==> config.mk <==
export PLATFORM = sky130hd
export DESIGN_NAME = obuf_access_arbiter
export DESIGN_NICKNAME = d
export VERILOG_FILES = /design/src/rtl/obuf_access_arbiter.sv
export SDC_FILE = /design/constraint.sdc
export NUM_CORES = 1
export LEC_CHECK = 0
export BUFFER_PORTS_ARGS = -buffer_cell sky130_fd_sc_hd__buf_2
export CAP_MARGIN = 10
export CORE_AREA = 2 2 85 87
export DETAILED_ROUTE_END_ITERATION = 8
export DIE_AREA = 0 0 87 89
export HOLD_SLACK_MARGIN = 0.15
export PLACE_DENSITY = 0.62
export SLEW_MARGIN = 20
export SYNTH_ARGS = -nofsm -noshare
export SYNTH_HDL_FRONTEND = slang
export SYNTH_SLANG_ARGS = --single-unit
==> constraint.sdc <==
create_clock -name clk -period 3.68 [get_ports clk]
set_input_delay 0.736 -clock clk [delete_from_list [all_inputs] [get_ports clk]]
set_output_delay 0.736 -clock clk [all_outputs]
set_load 0.05 [all_outputs]
==> src/rtl/obuf_access_arbiter.sv <==
`default_nettype none
// ============================================================================
// Module  : obuf_access_arbiter
// Brief   : Shares the single-port output-buffer SRAM between the EPU datapath
//           and the host port, with bounded host starvation during layer runs.
// Revision: 1.0 - initial release
// ============================================================================
module obuf_access_arbiter #(
    parameter int ADDR_W     = 14,
    parameter int DATA_W     = 32,
    parameter int STARVE_MAX = 8
) (
    input  logic              clk,
    input  logic              rst,
    input  logic              epu_start_i,
    input  logic              epu_done_i,
    input  logic              epu_req_i,
    input  logic              epu_we_i,
    input  logic [ADDR_W-1:0] epu_addr_i,
    input  logic [DATA_W-1:0] epu_wdata_i,
    output logic              epu_gnt_o,
    output logic              epu_rvalid_o,
    input  logic              host_req_i,
    input  logic              host_we_i,
    input  logic [ADDR_W-1:0] host_addr_i,
    input  logic [DATA_W-1:0] host_wdata_i,
    output logic              host_gnt_o,
    output logic              host_rvalid_o,
    output logic [DATA_W-1:0] rdata_o,
    output logic              sram_cs_o,
    output logic              sram_oe_o,
    output logic              sram_we_o,
    output logic [ADDR_W-1:0] sram_addr_o,
    output logic [DATA_W-1:0] sram_wdata_o,
    input  logic [DATA_W-1:0] sram_rdata_i,
    output logic              epu_mode_o
);

    localparam int CNT_W = $clog2(STARVE_MAX + 1);

    typedef enum logic [1:0] {
        ST_HOST_RUN = 2'd0,
        ST_EPU_RUN  = 2'd1,
        ST_DRAIN    = 2'd2
    } state_e;

    state_e           state_q, state_d;
    logic [CNT_W-1:0] starve_q, starve_d;
    logic             epu_rd_q, host_rd_q;
    logic             epu_gnt, host_gnt, force_host;

    // Grants are masked by rst so the SRAM goes idle the moment reset asserts.
    always_comb begin
        epu_gnt    = 1'b0;
        host_gnt   = 1'b0;
        force_host = 1'b0;
        if (!rst) begin
            if (state_q == ST_HOST_RUN) begin
                host_gnt = host_req_i;
                epu_gnt  = epu_req_i & ~host_req_i;
            end else begin
                force_host = host_req_i && (starve_q == CNT_W'(STARVE_MAX));
                host_gnt   = host_req_i & (~epu_req_i | force_host);
                epu_gnt    = epu_req_i & ~host_gnt;
            end
        end
    end

    always_comb begin
        state_d  = state_q;
        starve_d = starve_q;
        if (host_gnt) begin
            starve_d = '0;
        end else if (epu_gnt && host_req_i && (state_q != ST_HOST_RUN)) begin
            starve_d = starve_q + CNT_W'(1);
        end
        case (state_q)
            ST_HOST_RUN: begin
                if (epu_start_i) begin
                    state_d  = ST_EPU_RUN;
                    starve_d = '0;
                end
            end
            ST_EPU_RUN: begin
                if (epu_done_i) begin
                    state_d = ST_DRAIN;
                end
            end
            ST_DRAIN: begin
                if (epu_start_i) begin
                    state_d  = ST_EPU_RUN;
                    starve_d = '0;
                end else begin
                    state_d = ST_HOST_RUN;
                end
            end
            default: state_d = ST_HOST_RUN;
        endcase
    end

    always_ff @(posedge clk or posedge rst) begin
        if (rst) begin
            state_q   <= ST_HOST_RUN;
            starve_q  <= '0;
            epu_rd_q  <= 1'b0;
            host_rd_q <= 1'b0;
        end else begin
            state_q   <= state_d;
            starve_q  <= starve_d;
            epu_rd_q  <= epu_gnt & ~epu_we_i;
            host_rd_q <= host_gnt & ~host_we_i;
        end
    end

    always_comb begin
        sram_cs_o    = epu_gnt | host_gnt;
        sram_we_o    = (epu_gnt & epu_we_i) | (host_gnt & host_we_i);
        sram_oe_o    = sram_cs_o & ~sram_we_o;
        sram_addr_o  = '0;
        sram_wdata_o = '0;
        if (host_gnt) begin
            sram_addr_o  = host_addr_i;
            sram_wdata_o = host_wdata_i;
        end else if (epu_gnt) begin
            sram_addr_o  = epu_addr_i;
            sram_wdata_o = epu_wdata_i;
        end
    end

    assign epu_gnt_o     = epu_gnt;
    assign host_gnt_o    = host_gnt;
    assign epu_rvalid_o  = epu_rd_q;
    assign host_rvalid_o = host_rd_q;
    assign rdata_o       = (epu_rd_q | host_rd_q) ? sram_rdata_i : '0;
    assign epu_mode_o    = (state_q != ST_HOST_RUN);

endmodule
`default_nettype wire

# Word-level counts from Yosys, hierarchy flattened
# Index checks and enable logic that the tools add are counted.
dict set report word_totals {
  reg_bits 8
  output_inout_bits 86
}
dict set report classes {
  addsub 1
  eq_ne 5
  muxes 17
  bitwise 18
  n_reduce_logical 7
}
# op n
set op_table {}
lappend op_table {{2-to-1 mux 32 bit} 3}
lappend op_table {{2-to-1 mux 14 bit} 2}
lappend op_table {{2-to-1 mux 4 bit} 4}
lappend op_table {{AND 1 bit} 8}
lappend op_table {{NOT 1 bit} 6}
lappend op_table {{case mux 2 bit (3 select lines)} 1}
lappend op_table {{2-to-1 mux 1 bit} 5}
lappend op_table {{adder 4 x 1 -> 4 bit, second input constant} 1}
lappend op_table {{equality test 4 bit, second input constant} 1}
lappend op_table {{2-to-1 mux 2 bit} 2}
lappend op_table {{inequality test 2 bit, second input constant} 2}
lappend op_table {{bitwise OR 1 bit} 4}
lappend op_table {{logical AND 1 bit} 3}
lappend op_table {{equality test 2 x 1 -> 1 bit, second input constant} 1}
lappend op_table {{equality test 2 bit, second input constant} 1}
lappend op_table {{logical NOT 2 bit} 1}
lappend op_table {{AND reduction 2 bit} 1}
lappend op_table {{nonzero test 2 bit} 1}
lappend op_table {{OR reduction 2 bit} 1}

# Longest topological paths before layout
# Gate-level depths: netlist of run 1.
dict set report logic_depth {
  depth_word 14
  ltp_mapped 9
  mapped_depth_nobuf 6
}

# Least setup slack after synthesis of run 1
# No wires, ideal clock.
dict set report synth_path {
  path_type {input -> output}
  from {input port rst}
  to {output port sram_addr_o[10]}
  t_arrival_ns 2.085
  slack_ns 0.859
  path_stages 5
  path_buffers 2
  path_cell_list {inv_1 > and3_4 > buf_6 > buf_2 > a22o_1}
}
dict set report synth_between {
  elab_chain_cells 3
  elab_cells_between_ends 4
  cone_classes {mux (4)}
}
# item line
set synth_rtl {}
lappend synth_rtl {{from (decl)} 14} ;# input logic rst,
lappend synth_rtl {{2-to-1 mux 1 bit} 57} ;# if (!rst) begin
lappend synth_rtl {{named net epu_gnt_o} 21} ;# output logic epu_gnt_o,
lappend synth_rtl {{2-to-1 mux 14 bit} 124} ;# end else if (epu_gnt) begin
lappend synth_rtl {{2-to-1 mux 14 bit} 121} ;# if (host_gnt) begin
lappend synth_rtl {{to (decl)} 33} ;# output logic [ADDR_W-1:0] sram_addr_o,
# The timed path passes the listed nets, and every way through them passes these cells.

# Worst setup path after layout of run 1
dict set report layout_path {
  from {register starve_q[0]}
  to {output port sram_addr_o[13]}
}
dict set report layout_between {
  elab_chain_cells 10
  elab_cells_between_ends 12
  cone_classes {eq/ne (1); mux (6); bitwise (4); reduce/logical (1)}
}
# item line
set layout_rtl {}
lappend layout_rtl {{from (decl)} 48} ;# logic [CNT_W-1:0] starve_q, starve_d;
lappend layout_rtl {{from (signal assigned)} 109} ;# starve_q <= starve_d;
lappend layout_rtl {{equality test 4 bit *} 62} ;# force_host = host_req_i && (starve_q == CNT_W'(STARVE_MAX));
lappend layout_rtl {{logical AND 1 bit *} 62}
lappend layout_rtl {{bitwise OR 1 bit *} 63} ;# host_gnt = host_req_i & (~epu_req_i | force_host);
lappend layout_rtl {{AND 1 bit *} 63}
lappend layout_rtl {{NOT 1 bit} 64} ;# epu_gnt = epu_req_i & ~host_gnt;
lappend layout_rtl {{AND 1 bit} 64}
lappend layout_rtl {{2-to-1 mux 1 bit} 58} ;# if (state_q == ST_HOST_RUN) begin
lappend layout_rtl {{2-to-1 mux 1 bit} 57}
lappend layout_rtl {{2-to-1 mux 14 bit} 124}
lappend layout_rtl {{2-to-1 mux 14 bit *} 121}
# Every way passes the cells marked *; elsewhere a longest branch is shown, timed or not.

==> results.toml, run 1 <==
[power_and_ir_drop]
internal-power_uw = 304
power.switching_uw = 356
p_leak_uw = 0.00144
seq_power_share_pct = 14.6
power_frac_comb_pct = 68.8
swShare_pct = 53.9
pwr-share-clk_pct = 16.6
power_density_nw_per_um2 = 285
ir_drop_v = 0.000183
total_power_uw = 660

[placement]
portBuffers = 217
postPlaceCellArea_um2 = 2270
post-place-cells = 425
dpl.hpwl_mm = 4.70
place_congestion = 0.702

[cells_and_area]
final_area_um2 = 2320
stdcell_count = 428
diodes = 0
nFillCells = 703
final_cell_mix = "buf_2 (217), a22o_1 (47), nor2b_1 (33)"
layout_commonest_cell = "buf_2"
multiInputGateArea_um2 = 851
area_growth_syn_to_layout_pct = 101
nets = 484
drive_above_1_share_pct = 65.2
seq_area_um2 = 200

[grt]
grt_start_max_net_pins = 50
grt_remaining_overflow = 0
antenna_found_initial = 0
grt_pass1_wl_mm = 7.18
grt_util_all_layers_pct = 11.3
first_global_vias = 1589

[cts]
cts_tree = "yes"
clkTransAtPathRegs_ns = 0.04
clockBufferDepth = 2
clock_latency_ns = 0.23
cts-root-buf = "clkbuf_8"
ctsResizeCount = 0
postCtsHoldBufs = 0
post_cts_buffers = 0
clock-sinks = 8
h-tree-depth = 1
numCtsBuffers = 3

[detailed_routing]
ant_nets = 0
wl_per_cell_um = 13.1
drcViolationCount = 0
via_per_inst = 4.46
drt_wl_total_mm = 5.60
drtIter0Drc = 72
drt-pass1-iter-count = 4
dr_total_vias = 1908

[sta]
rsz0062_at_grt = "no"
min_period_over_period_pct = 82.4
finalCriticalPeriod_ns = 3.03
max_freq_mhz = 330
tns_ns = 0
relSlewSlack_pct = 30.5
setup_viol = 0
hold_viol = 0
fin_skew_ns = 0.00104
worst_pin_slew_ns = 1.04
drv_slew = 0

[synthesis]
netlist_area_um2 = 1150
syn_area_per_cell_um2 = 8.22
ys_ff_latch = 8
synth_nets = 274
yosys_warnings = 0
synth.top_cell.area_share_pct = 35.8
synth_top_area_cell = "a22o_1"
synth_cell_types = 26
seq_area_frac_synth_pct = 17.4
synth_top_cells_by_area = "a22o_1 (36%), nor2b_1 (18%), dfrtp_1 (17%)"
syn_inst = 140

[hold_path]
min-delay-start = "state_q[1]"
holdPathEnd = "state_q[1]"
hp-class = "register to register"
holdPathStages = 2

[worst_setup_path]
r2r_slack_ns = 1.92
worstReg2RegEnd = "epu_rvalid_o"
worst_setup_path_start_kind = "register"
cp_max_fo = 48
required_ns = 2.94
cp-end-kind = "primary output"
crit_type = "register to primary output"
crit-reg2reg-launch = "starve_q[0]"
crit_arrival_ns = 2.30
reg2reg_depth = 6

[die]
die_w_um = 87
fp.dieH_um = 89
die-area_um2 = 7740
pin_count = 218
core_area_um2 = 6720
start_util_pct = 17.1
num_rows = 30

[run_status]
status = "complete, no violations"

[flow_run]
maxCapViolCount = 0
## flip-flops by register name, summed over array words and instances (netlist names)
register / cells
epu_rvalid_o: 1
host_rvalid_o: 1
starve_q: 4
state_q: 2
## area by class of cell
| cell class | instances | share of cell area (%) |
|---|---|---|
| clock buffers | 3 | 1.78 |
| inverters | 6 | 0.972 |
| multi-input cells | 112 | 36.7 |
| flip-flops and latches | 8 | 8.64 |
| well taps | 80 | 4.32 |
| repair buffers | 219 | 47.5 |
## metal layers
layer | GRT usage, % | routed length (um) | part of all wire, % | up-vias
met2 | 20.4 | 2820 | 50 | 120
met1 | 14.9 | 2270 | 41 | 850
li1 | - | - | - | 936
met3 | 0.923 | 497 | 8.9 | 2
met4 | 1.70 | 15 | 0.27 | 0
met5 | 0 | 0 | 0 | -
## power by group through the flow
stage | combinational [uW] | sequential [uW] | clock, uW
2_1_floorplan | 320 | 99.7 | 0
6_report | 454 | 96.4 | 109
5_1_grt | 479 | 96.9 | 117
3_5_place_dp | 454 | 97.7 | 0
4_1_cts | 455 | 96.3 | 112
3_3_place_gp | 452 | 97.7 | 0
## critical path, stage by stage, from the launching register on
cell and delay [ns]:
dfrtp_1 0.39, inv_1 0.09, ha_1 0.15, nand3b_1 0.12
a31o_4 0.28, nor2_4 0.07, buf_4 0.40, a22o_1 0.26
buf_2 0.28
## metrics by stage
stage          setup slack [ns]  utilization [%]  hold slack [ns]
5_1_grt                   0.516             34.5            0.562
3_3_place_gp              0.816             33.9            0.521
3_5_place_dp              0.777             33.9            0.523
2_1_floorplan             0.859                -            0.496
4_1_cts                   0.641             34.5            0.530
6_report                  0.647             34.5            0.536
## logic make-up after synthesis
| kind of cell | count (synthesis) | synth area share (%) |
|---|---|---|
| and+or+nand+nor | 54 | 28.8 |
| AOI/OAI and AO/OA | 53 | 39.7 |
| buffers and inverters | 20 | 9.56 |
| DFF | 8 | 17.4 |
| xor gates and xnor gates | 2 | 1.52 |
| adders and majority gates | 2 | 2.17 |
| muxes | 1 | 0.870 |
## worst max-delay path by stage
| stage | startpoint | to |
|---|---|---|
| 2_1_floorplan | rst | sram_addr_o[10] |
| 3_5_place_dp | epu_req_i | sram_addr_o[13] |
| 5_1_grt | starve_q[0] | sram_addr_o[13] |
| 3_3_place_gp | host_req_i | sram_addr_o[13] |
| 6_report | starve_q[0] | sram_addr_o[13] |
| 4_1_cts | starve_q[0] | sram_addr_o[13] |
## cells in the mapped netlist
master,instances
a21oi_1,1
a22o_1,47
a31o_4,1
and3_4,1
and3b_1,2
and4b_1,1
buf_2,7
buf_4,1
buf_6,3
clkbuf_1,3
dfrtp_1,8
ha_1,2
inv_1,6
mux2i_1,1
nand2b_1,2
nand3b_1,1
nand4_1,2
nor2_1,9
nor2b_1,33
nor3_1,1
o21a_1,1
o21ai_0,3
or2_4,1
or3_1,1
xnor2_1,1
xor2_1,1
(Power assumes the default switching activity.)
==> run 2: changes to the inputs <==
--- a/config.mk
+++ b/config.mk
@@ -7,11 +7,11 @@
 export LEC_CHECK = 0
 export BUFFER_PORTS_ARGS = -buffer_cell sky130_fd_sc_hd__buf_2
 export CAP_MARGIN = 10
-export CORE_AREA = 2 2 85 87
+export CORE_AREA = 2 2 84 86
 export DETAILED_ROUTE_END_ITERATION = 8
-export DIE_AREA = 0 0 87 89
+export DIE_AREA = 0 0 86 88
 export HOLD_SLACK_MARGIN = 0.15
-export PLACE_DENSITY = 0.62
+export PLACE_DENSITY = 0.65
 export SLEW_MARGIN = 20
 export SYNTH_ARGS = -nofsm -noshare
 export SYNTH_HDL_FRONTEND = slang
==> constraint.sdc (replaced) <==
create_clock -name clk -period 2.6 [get_ports clk]
set_input_delay 0.52 -clock clk [delete_from_list [all_inputs] [get_ports clk]]
set_output_delay 0.52 -clock clk [all_outputs]
set_load 0.05 [all_outputs]
==> results.toml, run 2 (same netlist as run 1, synthesis figures left out) <==
[worst_setup_path]
slowest_delay_ns = 0.40
slowest_stage = "dfrtp_1"
required_ns = 2.08
worst_setup_path_start_kind = "register"
cp_max_fo = 7
crit_type = "register to primary output"
path_cells = "inv_2, ha_1, nand3b_1, a31o_4, nor2_4, buf_12, clkbuf_16, a22o_1, buf_6"
reg2reg_depth = 7
crit_arrival_ns = 2.01
cp-end-kind = "primary output"

[cells_and_area]
utilization_pct = 41.3
largest_register_ff_count = 4
area_growth_syn_to_layout_pct = 138
final_area_um2 = 2740
diodes = 0
largest-register = "starve_q"
stdcell_count = 442
nets = 498
drive_above_1_share_pct = 66.9
reg.largest.list = "starve_q x4, state_q x2"
final_cell_mix = "buf_2 (170), a22o_1 (47), nor2b_1 (33)"
layout_commonest_cell = "buf_2"

[cts]
h-tree-depth = 1
clockBufferDepth = 2
cts_tree = "yes"
numCtsBuffers = 3
clock-sinks = 8
cts-root-buf = "clkbuf_8"
clkTransAtPathRegs_ns = 0.04
postCtsHoldBufs = 0
clock_latency_ns = 0.22

[sta]
worst_pin_slew_ns = 0.512
fin_skew_ns = 0.00452
setup_viol = 0
drv_slew = 0
hold_viol = 0
max_freq_mhz = 395
finalCriticalPeriod_ns = 2.53
relSlewSlack_pct = 65.5
holdWs_ns = 0.491
min_period_over_period_pct = 97.3
rsz0062_at_grt = "yes"

[flow_run]
maxCapViolCount = 0

[power_and_ir_drop]
swShare_pct = 50.4
ir_drop_v = 0.000270
power_density_nw_per_um2 = 381
total_power_uw = 1040
seq_power_share_pct = 13.1
p_leak_uw = 0.00158
internal-power_uw = 518
pwr-share-clk_pct = 13.7
power.switching_uw = 526
power_frac_comb_pct = 73.2

[detailed_routing]
drt-pass1-iter-count = 4
drtIter0Drc = 51
via_per_inst = 4.57
wl_per_cell_um = 15.4
drt_wl_total_mm = 6.80
dr_total_vias = 2018
drcViolationCount = 0
ant_nets = 0

[placement]
postPlaceCellArea_um2 = 2290
portBuffers = 217
place_congestion = 0.813
dpl.hpwl_mm = 4.44
post-place-cells = 426

[grt]
grt_util_all_layers_pct = 12.2
grt_pass1_wl_mm = 7.63
antenna_found_initial = 0
grt_remaining_overflow = 0
grt_start_max_net_pins = 49
first_global_vias = 1702

[run_status]
status = "complete, no violations"

[die]
core_area_um2 = 6640
pin_count = 218
die_w_um = 86
fp.dieH_um = 88
start_util_pct = 17.3
num_rows = 30
die-area_um2 = 7570

[hold_path]
hp-class = "input pin to async pin"
## run 2: repair_timing
item / in CTS / in global routing
resized for setup: 3 / 119
gates cloned: 1 / 8
pin swaps: 1 / 8
buffers inserted: 0 / 4
setup endpoints to repair: 48 / 47
## run 2: path summary, 6_finish.rpt
kind                                   from         endpoint  slack [ns]
worst min register to register   state_q[1]       state_q[1]        0.52
worst max-delay path            starve_q[0]  sram_wdata_o[0]        0.07
max in group asynchronous               rst       state_q[1]        1.97
worst max register to register  starve_q[0]      starve_q[0]        0.75
worst min-delay path                    rst      starve_q[3]        0.49
min in group clk                   epu_we_i     epu_rvalid_o        0.50
## run 2: critical path, delay by kind of cell (launching register included)
family          cells  cell delay, ns
compound gates      2            0.47
buf+inv             4            0.54
flops               1            0.40
fa+ha+maj           1            0.14
simple gates        2            0.25
## run 2: layer usage
metal	up-vias	global-route usage [%]	part of all wire, %
met1	915	16.6	39
met5	-	0	0
met3	2	1.98	10
li1	974	-	-
met4	0	1.30	0.044
met2	127	21.1	51
## run 2: cell type report
type                       count  area [um^2]
clock buffer                   3         41.3
multi-input combinational    115          877
inverter                       6         22.5
tap                           80          100
sequential                     8          200
timing repair buffer         230         1500
fill                         661         3900
## run 2: stage by stage
step | setup TNS [ns] | setup WS, ns
after floorplan | 0 | 0.121
after global placement | 0 | 0.153
after detailed placement | 0 | 0.0789
after CTS | 0 | 0.00107
after global routing | -0.353 | -0.0267
final | 0 | 0.0707
## run 2: power groups by stage
stage | combinational (uW) | sequential (uW) | clock [uW]
after detailed placement | 647 | 138 | 0
after global placement | 643 | 138 | 0
after CTS | 655 | 136 | 148
after floorplan | 452 | 141 | 0
after global routing | 799 | 137 | 156
final | 764 | 136 | 143
==> run 3: changes to the inputs <==
--- a/config.mk
+++ b/config.mk
@@ -12,6 +12,7 @@
 export DIE_AREA = 0 0 86 88
 export HOLD_SLACK_MARGIN = 0.15
 export PLACE_DENSITY = 0.65
+export SETUP_SLACK_MARGIN = 0.15
 export SLEW_MARGIN = 20
 export SYNTH_ARGS = -nofsm -noshare
 export SYNTH_HDL_FRONTEND = slang
==> results.toml, run 3 (same netlist as run 1, synthesis figures left out) <==
[sta]
fin_skew_ns = 0.00319
max_freq_mhz = 401
holdWs_ns = 0.412
setup_viol = 0
rsz0062_at_grt = "yes"
worst_pin_slew_ns = 0.464
tns_ns = 0
hold_viol = 0
drv_slew = 0
finalCriticalPeriod_ns = 2.49
min_period_over_period_pct = 95.9
relSlewSlack_pct = 68.7

[cts]
clock_latency_ns = 0.23
cts_tree = "yes"
numCtsBuffers = 3
h-tree-depth = 1
clockBufferDepth = 2
cts-root-buf = "clkbuf_8"
clock-sinks = 8
clkTransAtPathRegs_ns = 0.04

[power_and_ir_drop]
power_frac_comb_pct = 73.7
power_density_nw_per_um2 = 370
power.switching_uw = 525
ir_drop_v = 0.000263
seq_power_share_pct = 12.8
p_leak_uw = 0.00162
internal-power_uw = 538
pwr-share-clk_pct = 13.5
swShare_pct = 49.4

[worst_setup_path]
worst_setup_path_start_kind = "register"
required_ns = 2.08
crit_arrival_ns = 1.97
crit_type = "register to primary output"
cp_max_fo = 9
cp-end-kind = "primary output"

[placement]
portBuffers = 217
dpl.hpwl_mm = 4.57
place_congestion = 0.817

[grt]
grt_start_max_net_pins = 49
first_global_vias = 1839
grt_remaining_overflow = 0
grt_pass1_wl_mm = 8.40
antenna_found_initial = 0
grt_util_all_layers_pct = 13.4

[die]
die-area_um2 = 7570
num_rows = 30
start_util_pct = 17.3
die_w_um = 86
core_area_um2 = 6640
pin_count = 218
fp.dieH_um = 88

[run_status]
status = "complete, no violations"

[detailed_routing]
drcViolationCount = 0
dr_total_vias = 2053
drt-pass1-iter-count = 4
drtIter0Drc = 81
wl_per_cell_um = 14.6
drt_wl_total_mm = 6.49
via_per_inst = 4.61
ant_nets = 0

[cells_and_area]
nFillCells = 613
drive_above_1_share_pct = 69.6
largest_register_ff_count = 4
nets = 501
diodes = 0
reg.largest.list = "starve_q x4, state_q x2"
largest-register = "starve_q"
layout_commonest_cell = "buf_2"
area_growth_syn_to_layout_pct = 150
final_cell_mix = "buf_2 (168), buf_6 (49), a22o_1 (38)"

[hold_path]
hp-class = "input pin to async pin"

[flow_run]
maxCapViolCount = 0
==> run 3: path summary, 6_finish.rpt <==
| path | startpoint | end | slack (ns) | cells past startpoint |
|---|---|---|---|---|
| min in group clk | epu_we_i | epu_rvalid_o | 0.48 | 2 |
| max in group asynchronous | rst | state_q[0] | 2.06 | 3 |
| worst max-delay path | starve_q[0] | sram_wdata_o[3] | 0.11 | 8 |
| worst max register to register | starve_q[0] | starve_q[0] | 0.83 | 7 |
| worst min register to register | state_q[1] | state_q[1] | 0.54 | 2 |
| worst min-delay path | rst | epu_rvalid_o | 0.41 | 3 |
==> run 3: power groups by stage <==
stage          registers [uW]  clock network (uW)  logic (uW)
3_3_place_gp              138                   0         652
6_report                  136                 144         784
2_1_floorplan             141                   0         455
5_1_grt                   137                 156         819
3_5_place_dp              138                   0         655
4_1_cts                   136                 149         754
==> run 3: final cells by class <==
class                      instances  area (um^2)  area share, %
sequential                         8          200           6.96
tap                               80          100           3.48
clock buffer                       3         41.3           1.43
timing repair buffer             235         1640           57.0
multi-input combinational        113          873           30.3
inverter                           6         22.5          0.783
==> run 3: per-layer routing <==
layer  part of all wire, %  GRT usage (%)
met2                    50           24.2
met1                    41           17.5
met3                   8.7           2.17
met4                     0           1.30
met5                     0              0
==> run 3: stage by stage <==
stage / cell area (um^2) / worst slack, ns / total power, uW / std cells / utilization [%]
floorplan: 1160 / 0.177 / 596 / 140 / -
global placement: 2330 / 0.230 / 790 / 428 / 35.1
detailed placement: 2330 / 0.200 / 793 / 428 / 35.1
CTS: 2760 / 0.104 / 1040 / 439 / 41.5
global route: 2880 / 0.0356 / 1110 / 445 / 43.3
finish: 2880 / 0.106 / 1060 / 445 / 43.3
==> run 3: what timing repair did <==
action,CTS,global route
endpoints found under the setup margin,47,49
cloned,1,5
pin swaps,2,1
gates resized for setup,98,8
setup buffers,7,1
hold buffers,0,0
==> run 3: worst max-delay path, cell delays in order, from the launching register on <==
cell and delay (ns):
dfrtp_1 0.39, inv_2 0.06, ha_1 0.14, nand3b_1 0.13, a31o_4 0.28, and3_4 0.23, buf_12 0.15, a22o_1 0.21
buf_6 0.16
